`src/rtl/dmem_block_mover.sv`:
```
// Byte-wide data-memory initiator: overlap-safe block copy (memmove) or block
// fill on a single start pulse, one memory access per cycle, registered bus.
module dmem_block_mover #(
  parameter int AW = 8
) (
  input  logic          clk,
  input  logic          rst_n,
  input  logic          start,
  input  logic          mode,
  input  logic [AW-1:0] src_addr,
  input  logic [AW-1:0] dst_addr,
  input  logic [AW-1:0] length,
  input  logic [7:0]    fill_value,
  output logic [AW-1:0] mem_addr,
  output logic          mem_read,
  output logic          mem_write,
  output logic [7:0]    mem_wdata,
  input  logic [7:0]    mem_rdata,
  output logic          busy,
  output logic          done,
  output logic [AW-1:0] count
);

  typedef enum logic [2:0] {
    S_IDLE = 3'd0,
    S_RD   = 3'd1,
    S_WR   = 3'd2,
    S_FILL = 3'd3,
    S_FIN  = 3'd4
  } state_e;

  state_e        state_q;
  logic [AW-1:0] src_q;
  logic [AW-1:0] dst_q;
  logic [AW-1:0] len_q;
  logic [AW-1:0] idx_q;
  logic [AW-1:0] count_q;
  logic [7:0]    fill_q;
  logic          backward_q;
  logic [AW-1:0] mem_addr_q;
  logic          mem_read_q;
  logic          mem_write_q;
  logic [7:0]    mem_wdata_q;
  logic          busy_q;
  logic          done_q;

  logic [AW-1:0] delta_s;
  logic          back_start_s;
  logic [AW-1:0] idx_init_s;
  logic [AW-1:0] idx_d;
  logic [AW-1:0] count_d;
  logic          last_s;

  // Direction decision at start, and next index/count during the transfer
  always_comb begin
    delta_s      = dst_addr - src_addr;
    back_start_s = !mode && (delta_s != {AW{1'b0}}) && (delta_s < length);
    idx_init_s   = back_start_s ? (length - AW'(1)) : {AW{1'b0}};
    idx_d        = backward_q ? (idx_q - AW'(1)) : (idx_q + AW'(1));
    count_d      = count_q + AW'(1);
    last_s       = (count_d == len_q);
  end

  // Transfer FSM; bus outputs are loaded for the state being entered
  always_ff @(posedge clk or negedge rst_n) begin
    if (!rst_n) begin
      state_q     <= S_IDLE;
      src_q       <= {AW{1'b0}};
      dst_q       <= {AW{1'b0}};
      len_q       <= {AW{1'b0}};
      idx_q       <= {AW{1'b0}};
      count_q     <= {AW{1'b0}};
      fill_q      <= 8'h00;
      backward_q  <= 1'b0;
      mem_addr_q  <= {AW{1'b0}};
      mem_read_q  <= 1'b0;
      mem_write_q <= 1'b0;
      mem_wdata_q <= 8'h00;
      busy_q      <= 1'b0;
      done_q      <= 1'b0;
    end else begin
      case (state_q)
        S_IDLE: begin
          mem_addr_q  <= {AW{1'b0}};
          mem_read_q  <= 1'b0;
          mem_write_q <= 1'b0;
          mem_wdata_q <= 8'h00;
          busy_q      <= 1'b0;
          done_q      <= 1'b0;
          if (start) begin
            src_q      <= src_addr;
            dst_q      <= dst_addr;
            len_q      <= length;
            fill_q     <= fill_value;
            backward_q <= back_start_s;
            idx_q      <= idx_init_s;
            count_q    <= {AW{1'b0}};
            if (length == {AW{1'b0}}) begin
              state_q <= S_FIN;
              done_q  <= 1'b1;
            end else if (mode) begin
              state_q     <= S_FILL;
              busy_q      <= 1'b1;
              mem_write_q <= 1'b1;
              mem_addr_q  <= dst_addr + idx_init_s;
              mem_wdata_q <= fill_value;
            end else begin
              state_q    <= S_RD;
              busy_q     <= 1'b1;
              mem_read_q <= 1'b1;
              mem_addr_q <= src_addr + idx_init_s;
            end
          end else begin
            state_q <= S_IDLE;
          end
        end
        S_RD: begin
          // mem_wdata_q doubles as the holding register for the byte read
          state_q     <= S_WR;
          mem_read_q  <= 1'b0;
          mem_write_q <= 1'b1;
          mem_addr_q  <= dst_q + idx_q;
          mem_wdata_q <= mem_rdata;
          busy_q      <= 1'b1;
          done_q      <= 1'b0;
        end
        S_WR: begin
          count_q     <= count_d;
          mem_write_q <= 1'b0;
          mem_wdata_q <= 8'h00;
          if (last_s) begin
            state_q    <= S_FIN;
            mem_read_q <= 1'b0;
            mem_addr_q <= {AW{1'b0}};
            busy_q     <= 1'b0;
            done_q     <= 1'b1;
          end else begin
            state_q    <= S_RD;
            idx_q      <= idx_d;
            mem_read_q <= 1'b1;
            mem_addr_q <= src_q + idx_d;
            busy_q     <= 1'b1;
            done_q     <= 1'b0;
          end
        end
        S_FILL: begin
          count_q    <= count_d;
          mem_read_q <= 1'b0;
          if (last_s) begin
            state_q     <= S_FIN;
            mem_write_q <= 1'b0;
            mem_addr_q  <= {AW{1'b0}};
            mem_wdata_q <= 8'h00;
            busy_q      <= 1'b0;
            done_q      <= 1'b1;
          end else begin
            state_q     <= S_FILL;
            idx_q       <= idx_d;
            mem_write_q <= 1'b1;
            mem_addr_q  <= dst_q + idx_d;
            mem_wdata_q <= fill_q;
            busy_q      <= 1'b1;
            done_q      <= 1'b0;
          end
        end
        S_FIN: begin
          state_q     <= S_IDLE;
          mem_addr_q  <= {AW{1'b0}};
          mem_read_q  <= 1'b0;
          mem_write_q <= 1'b0;
          mem_wdata_q <= 8'h00;
          busy_q      <= 1'b0;
          done_q      <= 1'b0;
        end
        default: begin
          state_q     <= S_IDLE;
          mem_addr_q  <= {AW{1'b0}};
          mem_read_q  <= 1'b0;
          mem_write_q <= 1'b0;
          mem_wdata_q <= 8'h00;
          busy_q      <= 1'b0;
          done_q      <= 1'b0;
        end
      endcase
    end
  end

  assign mem_addr  = mem_addr_q;
  assign mem_read  = mem_read_q;
  assign mem_write = mem_write_q;
  assign mem_wdata = mem_wdata_q;
  assign busy      = busy_q;
  assign done      = done_q;
  assign count     = count_q;

endmodule

```
`config.mk`:
```
export PLATFORM = sky130hd
export DESIGN_NAME = dmem_block_mover
export DESIGN_NICKNAME = d
export VERILOG_FILES = /design/src/rtl/dmem_block_mover.sv
export SDC_FILE = /design/constraint.sdc
export NUM_CORES = 1
export LEC_CHECK = 0
export CORE_ASPECT_RATIO = 0.9
export CORE_UTILIZATION = 30
export CTS_CLUSTER_SIZE = 40
export DETAILED_ROUTE_END_ITERATION = 12
export GPL_TIMING_DRIVEN = 0
export HOLD_SLACK_MARGIN = 0.1
export PLACE_DENSITY = 0.49
export SETUP_SLACK_MARGIN = 0.4
export SYNTH_ARGS = -nofsm -noshare
export SYNTH_HDL_FRONTEND = slang
export SYNTH_SLANG_ARGS = --single-unit
```
`constraint.sdc`:
```
create_clock -name clk -period 4.2 [get_ports clk]
set_input_delay 0.84 -clock clk [delete_from_list [all_inputs] [get_ports clk]]
set_output_delay 0.84 -clock clk [all_outputs]
set_load 0.02 [all_outputs]
```
Word level (Yosys, flattened, before mapping)

Index checks and enable logic that the tools add are counted.

Order comparisons: 1
Equal/unequal tests: 6
Mux-type cells: 40
Add/sub/neg operators: 10
Reduce and logical (&&, ||, !) cells: 11

Operator list:

| kind                | count |
|---|---|
| $mux 8              | 14 |
| $add 8x8->8         | 5 |
| $pmux 8 s2          | 2 |
| $pmux 8 s4          | 1 |
| $pmux 8 s3          | 1 |
| $add 8x1->8 const B | 2 |
| $sub 8x1->8 const B | 2 |
| $mux 1              | 12 |
| $mux 3              | 4 |
| $pmux 3 s4          | 1 |
| $eq 8x8->1          | 1 |
| $logic_not 8->1     | 1 |
| $lt 8x8->1          | 1 |
| $reduce_bool 8->1   | 1 |
| $sub 8x8->8         | 1 |
| $eq 3x2->1 const B  | 2 |
| $pmux 1 s3          | 2 |
| $ne 2x2->1 const B  | 2 |
| $pmux 1 s2          | 2 |
| $reduce_and 2->1    | 2 |
| $eq 3x1->1 const B  | 1 |
| $logic_not 3->1     | 1 |
| $reduce_and 3->1    | 1 |
| $logic_and 1x1->1   | 2 |
| 4 further kinds     | 4 |

Flip-flop bits (word level): 72
Output and inout port bits: 28
Input bits: 44

Logic depth before layout (Yosys ltp)

Gate-level depths: netlist of the first run.

Depth after elaboration: 10
Mapped depth: 24
Mapped depth without buffers: 23

Worst setup path before layout of the first run

Ideal clock, no wire load.

Path type: in2reg
Start: input port dst_addr[0]
End: register mem_addr_q[7], in the netlist mem_addr[7]
Cell stages on the path: 23
Data arrival time: 4.898 ns
Required time: 4.068 ns
Path slack: -0.830 ns
Cell sequence: inv_1 > ha_1 > inv_1 > fa_1 > a211oi_1 > o21bai_1 > a21oi_1 > xnor2_1 > ha_1 > a21oi_1 > o21ai_1 > a211oi_1 > o21ai_4 > buf_6 > nor2_1 > ha_1 > a21o_1 > a21oi_1 > o21ai_0 > o41ai_1 > xnor2_1 > xnor2_1 > o221ai_2

Word-level cells in the longest chain between the ends: 10

Ends and longest elaborated chain:

| element                                                             | RTL line | text |
|---|---|---|
| start, declared                                                     | 11       | `input logic [AW-1:0] dst_addr,` |
| parallel branches: the longest is 6 deep, another holds $sub 8x8->8 | n/a      |  |
| $mux 8 *                                                            | 101      | `end else if (mode) begin` |
| $mux 8 *                                                            | 98       | `if (length == {AW{1'b0}}) begin` |
| $mux 8 *                                                            | 90       | `if (start) begin` |
| $pmux 8 s4 *                                                        | 82       | `case (state_q)` |
| end signal, assigned                                                | 84       | `mem_addr_q <= {AW{1'b0}};` |
| end signal, assigned                                                | 105      | `mem_addr_q <= dst_addr + idx_init_s;` |
| end signal, assigned                                                | 111      | `mem_addr_q <= src_addr + idx_init_s;` |
| end, declared                                                       | 40       | `logic [AW-1:0] mem_addr_q;` |

Every way passes the cells marked *.
A chain may end at the register's enable or synchronous reset.

Worst setup path in the final report of the first run

Start: input port src_addr[1]
End: register mem_addr_q[7], in the netlist mem_addr[7]

Word-level cells in the longest chain between the ends: 10

Ends and longest elaborated chain:

| element                                                             | RTL line | text |
|---|---|---|
| start, declared                                                     | 10       | `input logic [AW-1:0] src_addr,` |
| parallel branches: the longest is 6 deep, another holds $sub 8x8->8 | n/a      |  |
| $mux 8 *                                                            | 101      |  |
| $mux 8 *                                                            | 98       |  |
| $mux 8 *                                                            | 90       |  |
| $pmux 8 s4 *                                                        | 82       |  |

Marks and branches as above.

==> flow_summary.yaml, run 1 <==
status:
  status: "finished with violations"
  violations: "setup timing"
place:
  dpl.hpwl_mm: 11.99
  placed_area_um2: 6166
  portBuffers: 70
  gp_congestion: 0.8527
  dp.cells: 850
  place_ws_ns: -1.805
synthesis:
  synthFlopType: "dfrtp_1"
  ys_top_cells_by_area: "dfrtp_1 35%, ha_1 12%, nand2_1 7.0%"
  synth_top_area_share_pct: 35.15
  synth_edf_count: 0
  synth-seq-cells: 72
  ys_async_sr_fraction_pct: 100.0
  yosys.cell_types.count: 55
  synth_common_cells: "96 x nand2_1, 72 x dfrtp_1, 51 x ha_1, 42 x o21ai_0, 38 x xnor2_1"
  yosys_warnings: 0
  syn_nets: 673
  avgSynthCellArea_um2: 8.962
  synthCells: 572
  ys_seq_area_share_pct: 35.15
  netlist_area_um2: 5126
  synth_top_cell_by_area: "dfrtp_1"
  synth_most_common_cell: "nand2_1"
timing:
  rsz0062_at_grt: "yes"
  slew_headroom_pct: 33.87
  max_freq_mhz: 209.5
  fin_worst_skew_ns: 0.007901
  fin_ws_ns: -0.5736
  min_period_ns: 4.774
  tightest_slew_ns: 0.9843
  post-route-period-util_pct: 113.7
  drv_slew: 0
  finalSetupViolations: 6
  hold_viol: 0
  holdWs_ns: 0.3247
clock_network:
  clockBufferDepth: 2
  path_clk_slew_ns: 0.06
  cts_hold_buf: 0
  cts_buffers: 9
  cts_max_level: 3
  cts_sinks: 72
  cts_tree: "yes"
  clock_latency_ns: 0.35
  cts-root-buf: "clkbuf_16"
final_layout:
  utilization_pct: 41.69
  n_antenna_cell: 0
  finalNonFillerCells: 887
  final_area_um2: 6840
  synthToLayoutAreaGrowth_pct: 33.44
  multiInputGateArea_um2: 3392
  drive_above_1_share_pct: 15.15
  final_nets: 776
  seqCellArea_um2: 1802
  fill_cells: 1632
global_routing:
  grt-ovfl-total: 0
  grt_pass1_vias: 4446
  antenna_found_initial: 0
  grt_usage_pct: 18.35
  grt_pass1_wl_mm: 24.37
  grt_max_degree: 64
floorplan:
  boundaryPins: 72
  fp.dieH_um: 126.0
  coreArea_um2: 16410
  dieWidth_um: 139.8
  dieArea_um2: 17610
  fp-row-count: 44
  initial_core_util_pct: 31.25
setup_path:
  required_ns: 4.42
  r2r-start: "backward_q$_DFFE_PN0P_"
  critPathCaptureType: "flop"
  path_class: "in2reg"
  cp_max_fo: 5
  crit_start: "src_addr[1]"
  worst-endpoint-arrival_ns: 4.99
  critical_path.max_stage_delay_ns: 0.38
  worst_path_max_delay_cell: "o41ai_2"
  crit_chain: "buf_2 -> inv_2 -> ha_1 -> nor2b_1 -> o31a_1 -> buf_6 -> o31ai_4 -> a21oi_2 -> xnor2_2 -> ha_1 -> a211oi_4 -> o21ai_4 -> buf_6 -> nor2_4 -> ha_4 -> a21o_1 -> a21oi_2 -> o21ai_2 -> o41ai_2 -> xnor2_1 -> xnor2_1 -> o221ai_2"
  startpoint_type: "primary input"
power_and_ir_drop:
  peakVddDrop_v: 0.0003423
  p_leak_nw: 3.060
  power_density_nw_per_um2: 886.9
flow_run:
  cap_violations: 0
routing:
  viasPerCell: 5.080
  routedWlPerCell_um: 17.33
  drt-total-wl_mm: 15.37
  drt_iter0_drc: 208
  drc: 0
  firstDrtPassIters: 4
  vias: 4506
  ant_nets: 0
worst_hold_path:
  worstHoldPathType: "in2async"
## path summary, 6_finish.rpt
| path | slack [ns] | to | cells past startpoint |
|---|---|---|---|
| max | -0.57 | mem_addr[7]$_DFF_PN0_ | 22 |
| min | 0.32 | busy$_DFF_PN0_ | 1 |
| max reg2reg | 0.85 | mem_addr[7]$_DFF_PN0_ | 12 |
| min reg2reg | 0.48 | fill_q[2]$_DFFE_PN0P_ | 2 |
| max in group asynchronous | 3.30 | src_q[7]$_DFFE_PN0P_ | 2 |
| min in group clk | 0.48 | fill_q[2]$_DFFE_PN0P_ | 2 |
## cells in the final DEF (no fill, tap or decap), types with 4 or more instances in the layout
| cell | n |
|---|---|
| nand2_1 | 96 |
| dfrtp_1 | 72 |
| clkdlybuf4s50_1 | 60 |
| ha_1 | 44 |
| o21ai_0 | 40 |
| xnor2_1 | 36 |
| nor2_1 | 34 |
| inv_1 | 20 |
| buf_4 | 20 |
| a21oi_1 | 19 |
| clkbuf_1 | 15 |
| xor2_1 | 15 |
| nand3_1 | 14 |
| o21ai_1 | 13 |
| and3_1 | 10 |
| nor3_1 | 10 |
| a21o_1 | 10 |
| clkbuf_16 | 9 |
| a221o_1 | 8 |
| ha_4 | 7 |
| inv_2 | 6 |
| nor2b_1 | 6 |
| o21a_1 | 6 |
| o21bai_1 | 6 |
| o221a_2 | 6 |
| nand2b_1 | 5 |
| a21oi_2 | 5 |
| buf_6 | 5 |
| a22oi_2 | 5 |
| buf_2 | 4 |
| o21ai_2 | 4 |
| mux2i_1 | 4 |
| fa_1 | 4 |
| dlygate4sd2_1 | 4 |
## flip-flops by register name, indices dropped and copies added (netlist names)
name and flops:
backward_q 1, busy 1, count 8, done 1, dst_q 8, fill_q 8
idx_q 8, len_q 8, mem_addr 8, mem_read 1, mem_wdata 8, mem_write 1
src_q 8, state_q 3
## worst max-delay path, delay by kind of cell
kind | cells | cell delay [ns]
compound gates | 10 | 1.97
xor+xnor | 3 | 0.58
fa+ha+maj | 3 | 0.83
buf+inv | 4 | 0.49
simple gates | 2 | 0.25
## area by class of cell
class / count / share of cell area [%]
Multi-Input combinational cell: 453 / 49.59
Sequential cell: 72 / 26.34
Timing Repair Buffer: 92 / 13.06
Tap cell: 207 / 3.786
Clock buffer: 10 / 3.347
Inverter: 28 / 1.756
Buffer: 19 / 1.244
Clock inverter: 6 / 0.8780
## per-layer routing
metal | global-route usage, % | wire length [µm]
met5 | 0 | 0
met4 | 7.563 | 317
met3 | 1.787 | 560
met2 | 27.91 | 6761
met1 | 26.57 | 7731
## metrics by stage
step | TNS, ns | power [mW]
6_report | -1.769 | 6.067
5_1_grt | -2.863 | 6.637
4_1_cts | -2.056 | 6.037
3_5_place_dp | -12.58 | 5.158
3_3_place_gp | -44.02 | 5.043
2_1_floorplan | -1.959 | 4.135
## kinds of logic after synthesis
logic type | Yosys count | share of synthesized area, %
adders and majority gates | 57 | 14.79
xor gates and xnor gates | 56 | 9.714
AOI/OAI and AO/OA | 147 | 19.31
DFF | 72 | 35.15
buffers and inverters | 47 | 3.710
and+or+nand+nor | 186 | 15.89
muxes | 7 | 1.440
## repair_timing
item,in CTS,in global routing
setup endpoints to repair,17,8
setup buffers,13,8
pin swaps,37,29
gates resized for setup,49,21
## where the power goes
group          switching (mW)  leakage (nW)  internal (mW)  total [mW]
sequential              0.278         0.901           1.02        1.30
clock                   0.311         0.138          0.457       0.768
combinational            2.14          2.02           1.86        4.00
total                    2.73          3.06           3.34        6.07
Power figures use the tool's default switching activity.
==> run 2, diff against run 1 <==
--- a/config.mk
+++ b/config.mk
@@ -6,13 +6,13 @@
 export NUM_CORES = 1
 export LEC_CHECK = 0
 export CORE_ASPECT_RATIO = 0.9
-export CORE_UTILIZATION = 30
+export CORE_UTILIZATION = 38
+export CTS_CLUSTER_DIAMETER = 50
 export CTS_CLUSTER_SIZE = 40
 export DETAILED_ROUTE_END_ITERATION = 12
 export GPL_TIMING_DRIVEN = 0
 export HOLD_SLACK_MARGIN = 0.1
-export PLACE_DENSITY = 0.49
-export SETUP_SLACK_MARGIN = 0.4
+export PLACE_DENSITY = 0.59
 export SYNTH_ARGS = -nofsm -noshare
 export SYNTH_HDL_FRONTEND = slang
 export SYNTH_SLANG_ARGS = --single-unit
==> run 2 against run 1 <==
Compared with the run above:
- the flow still finishes with violations (setup timing)
- count of clock-buffer cells in the layout increased by 3
- cell count down 4.6%
- die area is 21% lower
- flip-flop and latch count unchanged
- hold slack better by 0.032 ns
- utilization is 11 points higher
==> flow_summary.yaml, run 2 (synthesized netlist as in run 1, its figures left out) <==
clock_network:
  clockBufferDepth: 2
  cts-root-buf: "clkbuf_16"
  clock_latency_ns: 0.34
  cts_sinks: 72
  cts_buffers: 9
  cts_max_level: 3
  cts_tree: "yes"
  path_clk_slew_ns: 0.06
global_routing:
  antenna_found_initial: 0
  grt_max_degree: 59
  grt_pass1_vias: 4602
  grt_usage_pct: 22.64
  grt-ovfl-total: 0
  met2_usage_pct: 35.54
  met3_usage_pct: 4.147
  use_met1_pct: 31.40
  grt_busiest_layer: "met2"
  grt_pass1_wl_mm: 24.52
final_layout:
  n_antenna_cell: 0
  drive_above_1_share_pct: 15.69
  fill_cells: 1168
  finalNonFillerCells: 846
  final_nets: 778
  mostFrequentLayoutCells: "95 x nand2_1, 72 x dfrtp_1, 60 x clkdlybuf4s50_1"
  synthToLayoutAreaGrowth_pct: 32.44
  layout_commonest_cell: "nand2_1"
setup_path:
  path_class: "in2reg"
  startpoint_type: "primary input"
  required_ns: 4.40
  cp_max_fo: 5
  critPathCaptureType: "flop"
  worst-endpoint-arrival_ns: 4.97
routing:
  ant_nets: 0
  vias: 4655
  drt_iter0_drc: 317
  viasPerCell: 5.502
  firstDrtPassIters: 5
  routedWlPerCell_um: 17.99
  drt-total-wl_mm: 15.22
  drc: 0
timing:
  min_period_ns: 4.765
  post-route-period-util_pct: 113.5
  tns_ns: -1.693
  fin_worst_skew_ns: 0.003050
  holdWs_ns: 0.3566
  rsz0062_at_grt: "yes"
  tightest_slew_ns: 1.002
  finalSetupViolations: 6
  max_freq_mhz: 209.9
  slew_headroom_pct: 32.72
  drv_slew: 0
  hold_viol: 0
  fin_ws_ns: -0.5649
status:
  status: "finished with violations"
  violations: "setup timing"
place:
  portBuffers: 70
  dpl.hpwl_mm: 11.59
  gp_congestion: 0.8540
  place_ws_ns: -1.759
  dp.cells: 807
floorplan:
  coreArea_um2: 12930
  fp.dieH_um: 112.2
  initial_core_util_pct: 39.64
  boundaryPins: 72
  dieWidth_um: 124.4
  dieArea_um2: 13960
  fp-row-count: 39
flow_run:
  cap_violations: 0
worst_hold_path:
  worstHoldPathType: "in2async"
power_and_ir_drop:
  power_mw: 6.029
  p_leak_nw: 3.067
  power_density_nw_per_um2: 888.1
  peakVddDrop_v: 0.0003794
[run 2: repair_timing]
| action | in CTS | in global routing |
|---|---|---|
| hold buffers | 0 | 0 |
| setup buffers | 19 | 4 |
| resized for setup | 55 | 14 |
| hold endpoints to repair | 0 | 0 |
| endpoints found under the setup margin | 8 | 7 |
| pin swaps | 36 | 24 |
[run 2: per-layer routing]
| metal | share of wire, % | wire, µm | vias up |
|---|---|---|---|
| li1 | - | - | 2218 |
| met1 | 48 | 7280 | 2285 |
| met2 | 46 | 6963 | 136 |
| met3 | 4.5 | 683 | 16 |
| met4 | 1.9 | 292 | 0 |
| met5 | 0 | 0 | - |
[run 2: worst max-delay path: stages]
cell             delay [ns]
clkdlybuf4s50_1        0.45
inv_1                  0.08
ha_4                   0.27
o21ai_0                0.07
o21bai_1               0.17
a21oi_2                0.09
xnor2_2                0.26
ha_4                   0.26
a21oi_2                0.13
o21ai_2                0.08
a211oi_4               0.26
o21ai_4                0.10
buf_6                  0.14
nor2_4                 0.12
ha_4                   0.21
a21o_1                 0.18
a21oi_2                0.21
o21ai_2                0.10
o41ai_2                0.34
xnor2_1                0.13
xnor2_1                0.31
o221ai_2               0.16
[run 2: power breakdown]
| group | internal [mW] | switching [mW] |
|---|---|---|
| combinational | 1.85 | 2.16 |
| sequential | 1.02 | 0.283 |
| clock | 0.414 | 0.292 |
| total | 3.29 | 2.74 |
[run 2: worst paths after layout]
path / cells past startpoint / slack (ns) / end / from
setup / recovery: 22 / -0.56 / mem_addr[7]$_DFF_PN0_ / src_addr[4]
hold / removal: 1 / 0.36 / mem_read$_DFF_PN0_ / rst_n
setup reg to reg: 13 / 0.84 / mem_addr[7]$_DFF_PN0_ / backward_q$_DFFE_PN0P_
hold reg to reg: 2 / 0.48 / fill_q[2]$_DFFE_PN0P_ / fill_q[2]$_DFFE_PN0P_
max in group asynchronous: 2 / 3.28 / dst_q[5]$_DFFE_PN0P_ / rst_n
min in group clk: 2 / 0.48 / fill_q[2]$_DFFE_PN0P_ / fill_q[2]$_DFFE_PN0P_
[run 2: metrics by stage]
step	utilization, %	cell area, µm²
floorplan	-	5181
global placement	47.07	6087
detailed placement	47.27	6112
CTS	51.78	6695
global route	52.50	6789
finish	52.50	6789
[run 2: cell type report]
cell class,count,area [µm²],area share [%]
Clock buffer,13,250.2,3.686
Sequential cell,72,1802,26.54
Multi-Input combinational cell,453,3412,50.26
Timing Repair Buffer,94,899.6,13.25
Buffer,19,85.08,1.253
Inverter,28,117.6,1.732
Tap cell,164,205.2,3.022
Clock inverter,3,17.52,0.2580
